File: config.mk
export PLATFORM = sky130hd
export DESIGN_NAME = fifo_serializer
export DESIGN_NICKNAME = d
export VERILOG_FILES = /design/src/rtl/fifo_serializer_pkg.sv /design/src/rtl/fifo_serializer_shift_reg.sv /design/src/rtl/fifo_serializer.sv
export SDC_FILE = /design/constraint.sdc
export NUM_CORES = 1
export LEC_CHECK = 0
export CAP_MARGIN = 20
export CORE_MARGIN = 2
export CORE_UTILIZATION = 50
export DETAILED_ROUTE_END_ITERATION = 10
export GPL_TIMING_DRIVEN = 0
export PLACE_DENSITY = 0.83
export SYNTH_ARGS = -nofsm -noshare
export SYNTH_HDL_FRONTEND = slang
export SYNTH_SLANG_ARGS = --single-unit
export TNS_END_PERCENT = 20
File: constraint.sdc
create_clock -name clk -period 2.6 [get_ports clk]
set_input_delay 0.52 -clock clk [delete_from_list [all_inputs] [get_ports clk]]
set_output_delay 0.52 -clock clk [all_outputs]
set_load 0.02 [all_outputs]
File: src/rtl/fifo_serializer_pkg.sv
// -----------------------------------------------------------------------------
// fifo_ser_pkg
// Shared types and sizing helpers for the FIFO drain serializer.
//   state_t     : serializer FSM states (IDLE, SEND, ERR)
//   calcNchunk  : number of OUT_W chunks that make up one DATA_W word
//   calcCntW    : width of the chunk counter (never narrower than 1 bit)
// -----------------------------------------------------------------------------
package fifo_ser_pkg;

  typedef enum logic [1:0] {
    IDLE = 2'd0,
    SEND = 2'd1,
    ERR  = 2'd2
  } state_t;

  function automatic int calcNchunk(input int dataW, input int outW);
    return dataW / outW;
  endfunction

  // A single-chunk word still needs a 1-bit counter so the compare logic
  // has something to look at.
  function automatic int calcCntW(input int nchunk);
    return (nchunk <= 1) ? 1 : $clog2(nchunk);
  endfunction

endpackage

File: src/rtl/fifo_serializer_shift_reg.sv
// -----------------------------------------------------------------------------
// ser_shift_reg
// Holds the word currently being serialized and presents its next chunk.
// Build option: SER_MSB_FIRST_EN defined -> chunks leave MSB first and the
// register shifts left; undefined -> chunks leave LSB first, shifting right.
// Ports:
//   clk      in  clock, rising edge
//   rst_n    in  asynchronous active-low reset (clears the register)
//   i_load   in  capture i_data (takes priority over i_shift)
//   i_shift  in  advance to the next chunk
//   i_data   in  DATA_W word to capture
//   o_chunk  out OUT_W chunk currently at the output end of the register
// -----------------------------------------------------------------------------
module ser_shift_reg #(
  parameter int DATA_W = 8,
  parameter int OUT_W  = 2
) (
  input  logic              clk,
  input  logic              rst_n,
  input  logic              i_load,
  input  logic              i_shift,
  input  logic [DATA_W-1:0] i_data,
  output logic [OUT_W-1:0]  o_chunk
);

  logic [DATA_W-1:0] r_shreg;

  // Load wins over shift so a back-to-back reload on the last accept
  // replaces the finished word instead of shifting it.
  always_ff @(posedge clk or negedge rst_n) begin
    if (!rst_n) begin
      r_shreg <= '0;
    end else if (i_load) begin
      r_shreg <= i_data;
    end else if (i_shift) begin
`ifdef SER_MSB_FIRST_EN
      r_shreg <= r_shreg << OUT_W;
`else
      r_shreg <= r_shreg >> OUT_W;
`endif
    end
  end

`ifdef SER_MSB_FIRST_EN
  assign o_chunk = r_shreg[DATA_W-1 -: OUT_W];
`else
  assign o_chunk = r_shreg[OUT_W-1:0];
`endif

endmodule

File: src/rtl/fifo_serializer.sv
// -----------------------------------------------------------------------------
// fifo_serializer
// Drain stage for the 4-entry FIFO controller: pops head words, emits each as
// DATA_W/OUT_W chunks over valid/ready with a last-chunk marker, latches the
// controller's error flag as a sticky fault and counts completed words.
// Build option: SER_MSB_FIRST_EN (see ser_shift_reg) selects MSB-first chunk
// order; handshake, counting and latency are the same either way.
// Ports:
//   clk         in  clock, rising edge
//   rst_n       in  asynchronous active-low reset
//   fifo_empty  in  FIFO has no entries
//   fifo_err    in  FIFO controller illegal-state flag
//   fifo_data   in  FIFO head word, valid while fifo_empty=0
//   pop_fifo    out combinational pop strobe, one cycle per word
//   out_data    out current chunk
//   out_valid   out chunk valid
//   out_ready   in  downstream accepts chunk
//   out_last    out final chunk of the current word
//   busy        out a word is held (SEND)
//   err         out sticky fault
//   word_count  out words fully emitted, wraps
// -----------------------------------------------------------------------------
module fifo_serializer
  import fifo_ser_pkg::*;
#(
  parameter int DATA_W = 8,
  parameter int OUT_W  = 2,
  parameter int CNT_W  = 8
) (
  input  logic              clk,
  input  logic              rst_n,
  input  logic              fifo_empty,
  input  logic              fifo_err,
  input  logic [DATA_W-1:0] fifo_data,
  output logic              pop_fifo,
  output logic [OUT_W-1:0]  out_data,
  output logic              out_valid,
  input  logic              out_ready,
  output logic              out_last,
  output logic              busy,
  output logic              err,
  output logic [CNT_W-1:0]  word_count
);

  localparam int NCHUNK = calcNchunk(DATA_W, OUT_W);
  localparam int CCW    = calcCntW(NCHUNK);
  localparam logic [CCW-1:0] LAST_IDX = CCW'(NCHUNK - 1);

  state_t           r_state;
  state_t           w_nextState;
  logic [CCW-1:0]   r_chunkCnt;
  logic [CNT_W-1:0] r_wordCount;
  logic             r_err;

  logic             w_pop;
  logic             w_load;
  logic             w_shift;
  logic             w_wordDone;
  logic             w_accept;
  logic             w_isLast;
  logic [OUT_W-1:0] w_chunk;

  ser_shift_reg #(
    .DATA_W (DATA_W),
    .OUT_W  (OUT_W)
  ) u_shreg (
    .clk     (clk),
    .rst_n   (rst_n),
    .i_load  (w_load),
    .i_shift (w_shift),
    .i_data  (fifo_data),
    .o_chunk (w_chunk)
  );

  assign w_accept = (r_state == SEND) && out_ready;
  assign w_isLast = (r_chunkCnt == LAST_IDX);

  // Next-state and control decode. fifo_err overrides everything: the held
  // word is abandoned, nothing is popped and the count is left alone.
  always_comb begin
    w_nextState = r_state;
    w_pop       = 1'b0;
    w_load      = 1'b0;
    w_shift     = 1'b0;
    w_wordDone  = 1'b0;
    if (fifo_err) begin
      w_nextState = ERR;
    end else begin
      case (r_state)
        IDLE: begin
          if (!fifo_empty) begin
            w_pop       = 1'b1;
            w_load      = 1'b1;
            w_nextState = SEND;
          end
        end
        SEND: begin
          if (w_accept) begin
            if (w_isLast) begin
              w_wordDone = 1'b1;
              // Reloading on the last accept keeps back-to-back words
              // free of an idle bubble.
              if (!fifo_empty) begin
                w_pop  = 1'b1;
                w_load = 1'b1;
              end else begin
                w_nextState = IDLE;
              end
            end else begin
              w_shift = 1'b1;
            end
          end
        end
        ERR:     w_nextState = ERR;
        default: w_nextState = IDLE;
      endcase
    end
  end

  always_ff @(posedge clk or negedge rst_n) begin
    if (!rst_n) begin
      r_state <= IDLE;
    end else begin
      r_state <= w_nextState;
    end
  end

  always_ff @(posedge clk or negedge rst_n) begin
    if (!rst_n) begin
      r_chunkCnt  <= '0;
      r_wordCount <= '0;
      r_err       <= 1'b0;
    end else begin
      if (w_load) begin
        r_chunkCnt <= '0;
      end else if (w_shift) begin
        r_chunkCnt <= r_chunkCnt + 1'b1;
      end
      if (w_wordDone) begin
        r_wordCount <= r_wordCount + 1'b1;
      end
      r_err <= r_err | fifo_err;
    end
  end

  // The FSM sits in IDLE while reset is held, so the pop strobe is gated
  // with rst_n to keep the FIFO untouched during reset.
  assign pop_fifo   = w_pop & rst_n;
  assign busy       = (r_state == SEND);
  assign out_valid  = busy;
  assign out_data   = busy ? w_chunk : '0;
  assign out_last   = busy & w_isLast;
  assign err        = r_err;
  assign word_count = r_wordCount;

endmodule

# Yosys cells after proc, flatten, opt, wreduce, memory -nomap -nowiden
# Index checks and enable logic that the tools add are counted.
totals:
  inputBits: 13
  reg_bits: 21
  elab_cells: 45
op_classes:
  bitwise_logic: 3
  eq_ne: 7
  n_mux: 24
  reduce_logical: 4
  add_sub_neg: 2
op_table:
  columns: ["op", "n"]
  rows:
  - ["$mux 2", 8]
  - ["$mux 8", 2]
  - ["$mux 1", 12]
  - ["$add 8x1->8 const B", 1]
  - ["$ne 3x2->1 const B", 2]
  - ["$ne 3x3->1 const B", 2]
  - ["$pmux 2 s3", 1]
  - ["$eq 2x2->1 const B", 2]
  - ["$reduce_and 4->1", 1]
  - ["$add 2x1->2 const B", 1]
  - ["$and 1x1->1", 2]
  - ["$eq 2x1->1 const B", 1]
  - ["$logic_not 2->1", 1]
  - ["$pmux 1 s2", 1]
  - ["$reduce_bool 2->1", 1]
  - ["$logic_and 1x1->1", 1]
  - ["$or 1x1->1", 1]

# Depth between registers and ports, before layout
depth:
  ltp_word: 7
  depth_mapped: 5

# Modules after synthesis
# A second synthesis with hierarchy kept.
unflattened:
  cells_unflattened: 95
  hier_area_um2: 1031.0
modules_own_cells:
  columns: ["module", "cells_per_inst", "area_each_um2", "seq_area_each_um2", "instances"]
  rows:
  - ["fifo_serializer", 60, 653.1, 325.3, 1]
  - ["ser_shift_reg", 35, 377.9, 200.2, 1]

# Least setup slack after synthesis
# OpenSTA, ideal clock, no wires.
synth_timing:
  kind: "input -> output"
  from: "in fifo_empty"
  to: "out pop_fifo"
  path_slack_ps: 955
  path_buffers: 0
  arrival_ps: 1125
  cell_stages: 2
  path_cell_list: "nor3_2 > and3_1"
synth_between:
  elab_chain_cells: 6
synth_lines:
  columns: ["element", "line_no", "text"]
  rows:
  - ["start: declaration", "fifo_serializer.sv:32", "input logic fifo_empty,"]
  - ["$mux 1 *", "fifo_serializer.sv:91, fifo_serializer.sv:103", null]
  - ["$mux 1", "fifo_serializer.sv:99", "if (w_isLast) begin"]
  - ["$mux 1", "fifo_serializer.sv:98", "if (w_accept) begin"]
  - ["$pmux 1 s2 *", "fifo_serializer.sv:89", "case (r_state)"]
  - ["$mux 1 *", "fifo_serializer.sv:86", "if (fifo_err) begin"]
  - ["$and 1x1->1 *", "fifo_serializer.sv:148", "assign pop_fifo = w_pop & rst_n;"]
  - ["end: declaration", "fifo_serializer.sv:35", "output logic pop_fifo,"]
# Mark *: on every way between the ends. The rest lies on a longest branch, timed or not.

# Final worst setup path
layout_timing:
  from: "reg r_chunkCnt[0]"
  to: "out out_last"
layout_between:
  elab_chain_cells: 2
layout_lines:
  columns: ["element", "line_no", "text"]
  rows:
  - ["start: declaration", "fifo_serializer.sv:51", "logic [CCW-1:0] r_chunkCnt;"]
  - ["start signal: assignment", "fifo_serializer.sv:137", "r_chunkCnt <= r_chunkCnt + 1'b1;"]
  - ["$eq 2x2->1", "fifo_serializer.sv:76", "assign w_isLast = (r_chunkCnt == LAST_IDX);"]
  - ["$and 1x1->1", "fifo_serializer.sv:152", "assign out_last = busy & w_isLast;"]
  - ["end: declaration", "fifo_serializer.sv:39", "output logic out_last,"]
# No other way between the ends.

==> implementation parameters <==
Parameter                              Value

Outcome
  Run status ... complete, no violations

Yosys
  Synth Net Count ... 105
  Most used standard cell by instance count after synthesis ... sky130_fd_sc_hd__dfrtp_1
  Sequential-to-total area share from yosys stat ... 0.513
  Number of enable flip-flop cells after synthesis ... 0
  Cell Area, Synth ... 1020 um^2
  Seq cells post-synth ... 21
  Yosys top cell area share ... 0.513
  Synth Instances ... 90
  Share of synthesized registers carrying an async set or reset ... 1.00
  List of most frequent post-synthesis cells ... 21 x sky130_fd_sc_hd__dfrtp_1, 5 x sky130_fd_sc_hd__nor3_1
  Primary FF master, synth ... sky130_fd_sc_hd__dfrtp_1
  Netlist cell types ... 35
  Biggest area contributors in the synthesized netlist ... sky130_fd_sc_hd__dfrtp_1 51%, sky130_fd_sc_hd__xnor2_1 3.4%, sky130_fd_sc_hd__xor2_1 2.6%, sky130_fd_sc_hd__ha_1 2.4%, sky130_fd_sc_hd__nand4_1 2.4%
  Synth warn ... 0
  Synth area leader ... sky130_fd_sc_hd__dfrtp_1
  Post-synthesis average cell area ... 11.4 um^2

Timing
  Final Max Tran Viols ... 0
  Period utilisation layout ... 0.915
  Number of hold violations in the final report ... 0
  Tightest Pin Transition ... ~540 ps
  Setup repair after global routing missed its margin ... no
  Finish-stage setup viols ... 0
  Achievable Freq ... 420 MHz
  Headroom to the max-slew limit ... 0.641
  Largest clock skew in the final design ... between 10 and 15 ps
  Final worst path period need ... 2380 ps

Final layout
  Total area of multi-input combinational cells ... approximately 470 um^2
  Count of filler cells inserted in the layout ... around 160
  Final layout net count ... 138
  Ratio of cells with drive above 1 in the final layout ... 0.156
  Finished Layout Cells ... 149
  Area added between synthesis and finish ... 33.7%
  Diodes inserted ... 0
  Storage element area ... 526 um^2

Setup path
  Setup CP Type ... reg -> out
  Reg2Reg Setup Slack ... 980 ps
  Required time of the worst setup path ... 2080 ps
  Biggest cell delay along the critical path ... 630 ps
  CP Data Arrival Time ... 1860 ps
  Type of element capturing the critical path ... output port
  WP buf/inv ... 2
  Critical path fanouts, max ... 6
  Nature of the critical path startpoint ... flip-flop
  Cell with the largest stage delay on the worst path ... sky130_fd_sc_hd__clkdlybuf4s50_1
  Cell breakdown of the critical path ... ha_1 > inv_1 > nor3_1 > clkdlybuf4s50_1
  Dominant delay contributor by cell family on the critical path ... buffers and inverters

Routing
  Post-detailed-route count of antenna-violating nets ... 0
  Routed len/inst ... 14.8 um
  Met3 Routed Length ... around 140 um
  Detailed Route WL ... 2.21 mm
  Final routed DRC violation total ... 0
  Met1 layer wirelength in the final routing ... 893 um
  Routed vias/inst ... 5.93
  Uppermost routed layer ... met4
  Drt first pass iters ... 4
  Initial DRC count ... 23
  Total length of routed met2 wires ... about 1.1 mm
  Via Count ... just under 900

CTS
  Number of CTS-inserted buffers ... 3
  CTS clk-pin slew, worst paths ... 120 ps
  Total clock sinks ... 21
  Maximum buffer depth of the clock tree ... 2
  Clock tree from TritonCTS ... built
  Maximum level of the CTS H-tree ... 1
  Clock insertion delay at the later pin of the skew report ... between 300 and 400 ps
  Post-CTS Hold Buffers ... 0
  Root Driver ... sky130_fd_sc_hd__clkbuf_4

Global route
  Global route total overflow ... 0
  Pin count of the biggest net entering global routing ... 23
  Via count of the first global-routing pass ... 870
  Global-route wire length before repair ... 3.94 mm
  Antenna violations before repair ... 0
  All-Layer GR Usage ... 0.212

Place
  Sum of net half-perimeters after detailed placement ... 1.64 mm
  Global placement routability congestion ... around 0.9
  # placed instances ... approximately 140
  Input/output buffers ... 27

Floorplanning
  Initial core utilization ... 0.528
  Die area ... ~2400 um^2
  Floorplan core area ... between 1500 and 2000 um^2
  Number of primary I/O pins ... 28
  Site Rows ... 16
  Die height ... 49.3 um
  Horizontal die dimension ... 49.3 um

Pwr
  Overall Power ... 566 uW
  Largest voltage drop on the vdd net ... 0.000350 V
  Pwr Density ... approximately 410 nW/um^2
  Static leakage ... approximately 0.6 nW

Min path
  Tightest Hold Check Type ... in -> async

Flow run
  Max-cap violations ... 0
==> flip-flops by register name, indices dropped and copies added, names as in the netlist <==
signal,count
u_shreg.r_shreg,8
r_chunkCnt,2
err,1
word_count,8
r_state,2
==> kinds of logic after synthesis <==
logic type,share of synthesized area
AOI/OAI and AO/OA,0.149
xor gates and xnor gates,0.0598
adders and majority gates,0.0244
buffers and inverters,0.0317
DFF,0.513
muxes,0.0256
and+or+nand+nor,0.197
==> routing by layer <==
metal | vias to the layer above | global-route usage
li1 | 401 | -
met1 | 430 | 0.275
met2 | 42 | 0.331
met3 | 10 | 0.0215
met4 | 0 | 0.152
met5 | - | 0
==> final timing paths <==
kind                                 endpoint  cells past startpoint     startpoint
min reg2reg                               err                      1            err
min in group clk                          err                      1            err
min                        u_shreg.r_shreg[5]                      1          rst_n
max                                  out_last                      4  r_chunkCnt[0]
max reg2reg                u_shreg.r_shreg[1]                      4  r_chunkCnt[0]
max in group asynchronous          r_state[1]                      1          rst_n
==> layout make-up <==
| type | instances | share of cell area |
|---|---|---|
| sequential | 21 | 0.384 |
| multi-input combinational | 63 | 0.345 |
| timing repair buffer | 28 | 0.203 |
| tap | 27 | 0.0247 |
| buffer | 4 | 0.0183 |
| clock buffer | 3 | 0.0164 |
| inverter | 2 | 0.00548 |
| clock inverter | 1 | 0.00365 |
==> timing repair <==
action | CTS | global route
endpoints found under the setup margin | 1 | 0
setup buffers | 1 | 0
resized for setup | 5 | 0
==> power breakdown <==
part	internal (mW)	switching (mW)
clock network	0.0575	0.101
logic	0.0310	0.0198
registers	0.346	0.0105
total	0.435	0.131
==> through the flow <==
stage | setup TNS, ps | cell area, um^2 | utilization | hold WS [ps] | worst slack (ps)
final | 0 | 1370 | 0.706 | 261 | 221
after CTS | 0 | 1370 | 0.706 | 280 | 229
after global routing | 0 | 1370 | 0.706 | 305 | 125
after global placement | -468 | 1330 | 0.684 | 450 | -468
after floorplan | 0 | 1020 | - | 224 | 955
after detailed placement | -497 | 1330 | 0.684 | 448 | -497
==> placed cells by master (no fill, tap or decap), drive strengths merged, types with 4 or more instances in the layout <==
cell type	synthesis	routed
nor2	4	4
dfrtp	21	21
buf	4	5
nand4	4	4
nor3	6	6
nand3	4	4
xnor2	4	4
clkdlybuf4s50	0	25
Note: power is estimated with default switching activity, not from simulation.
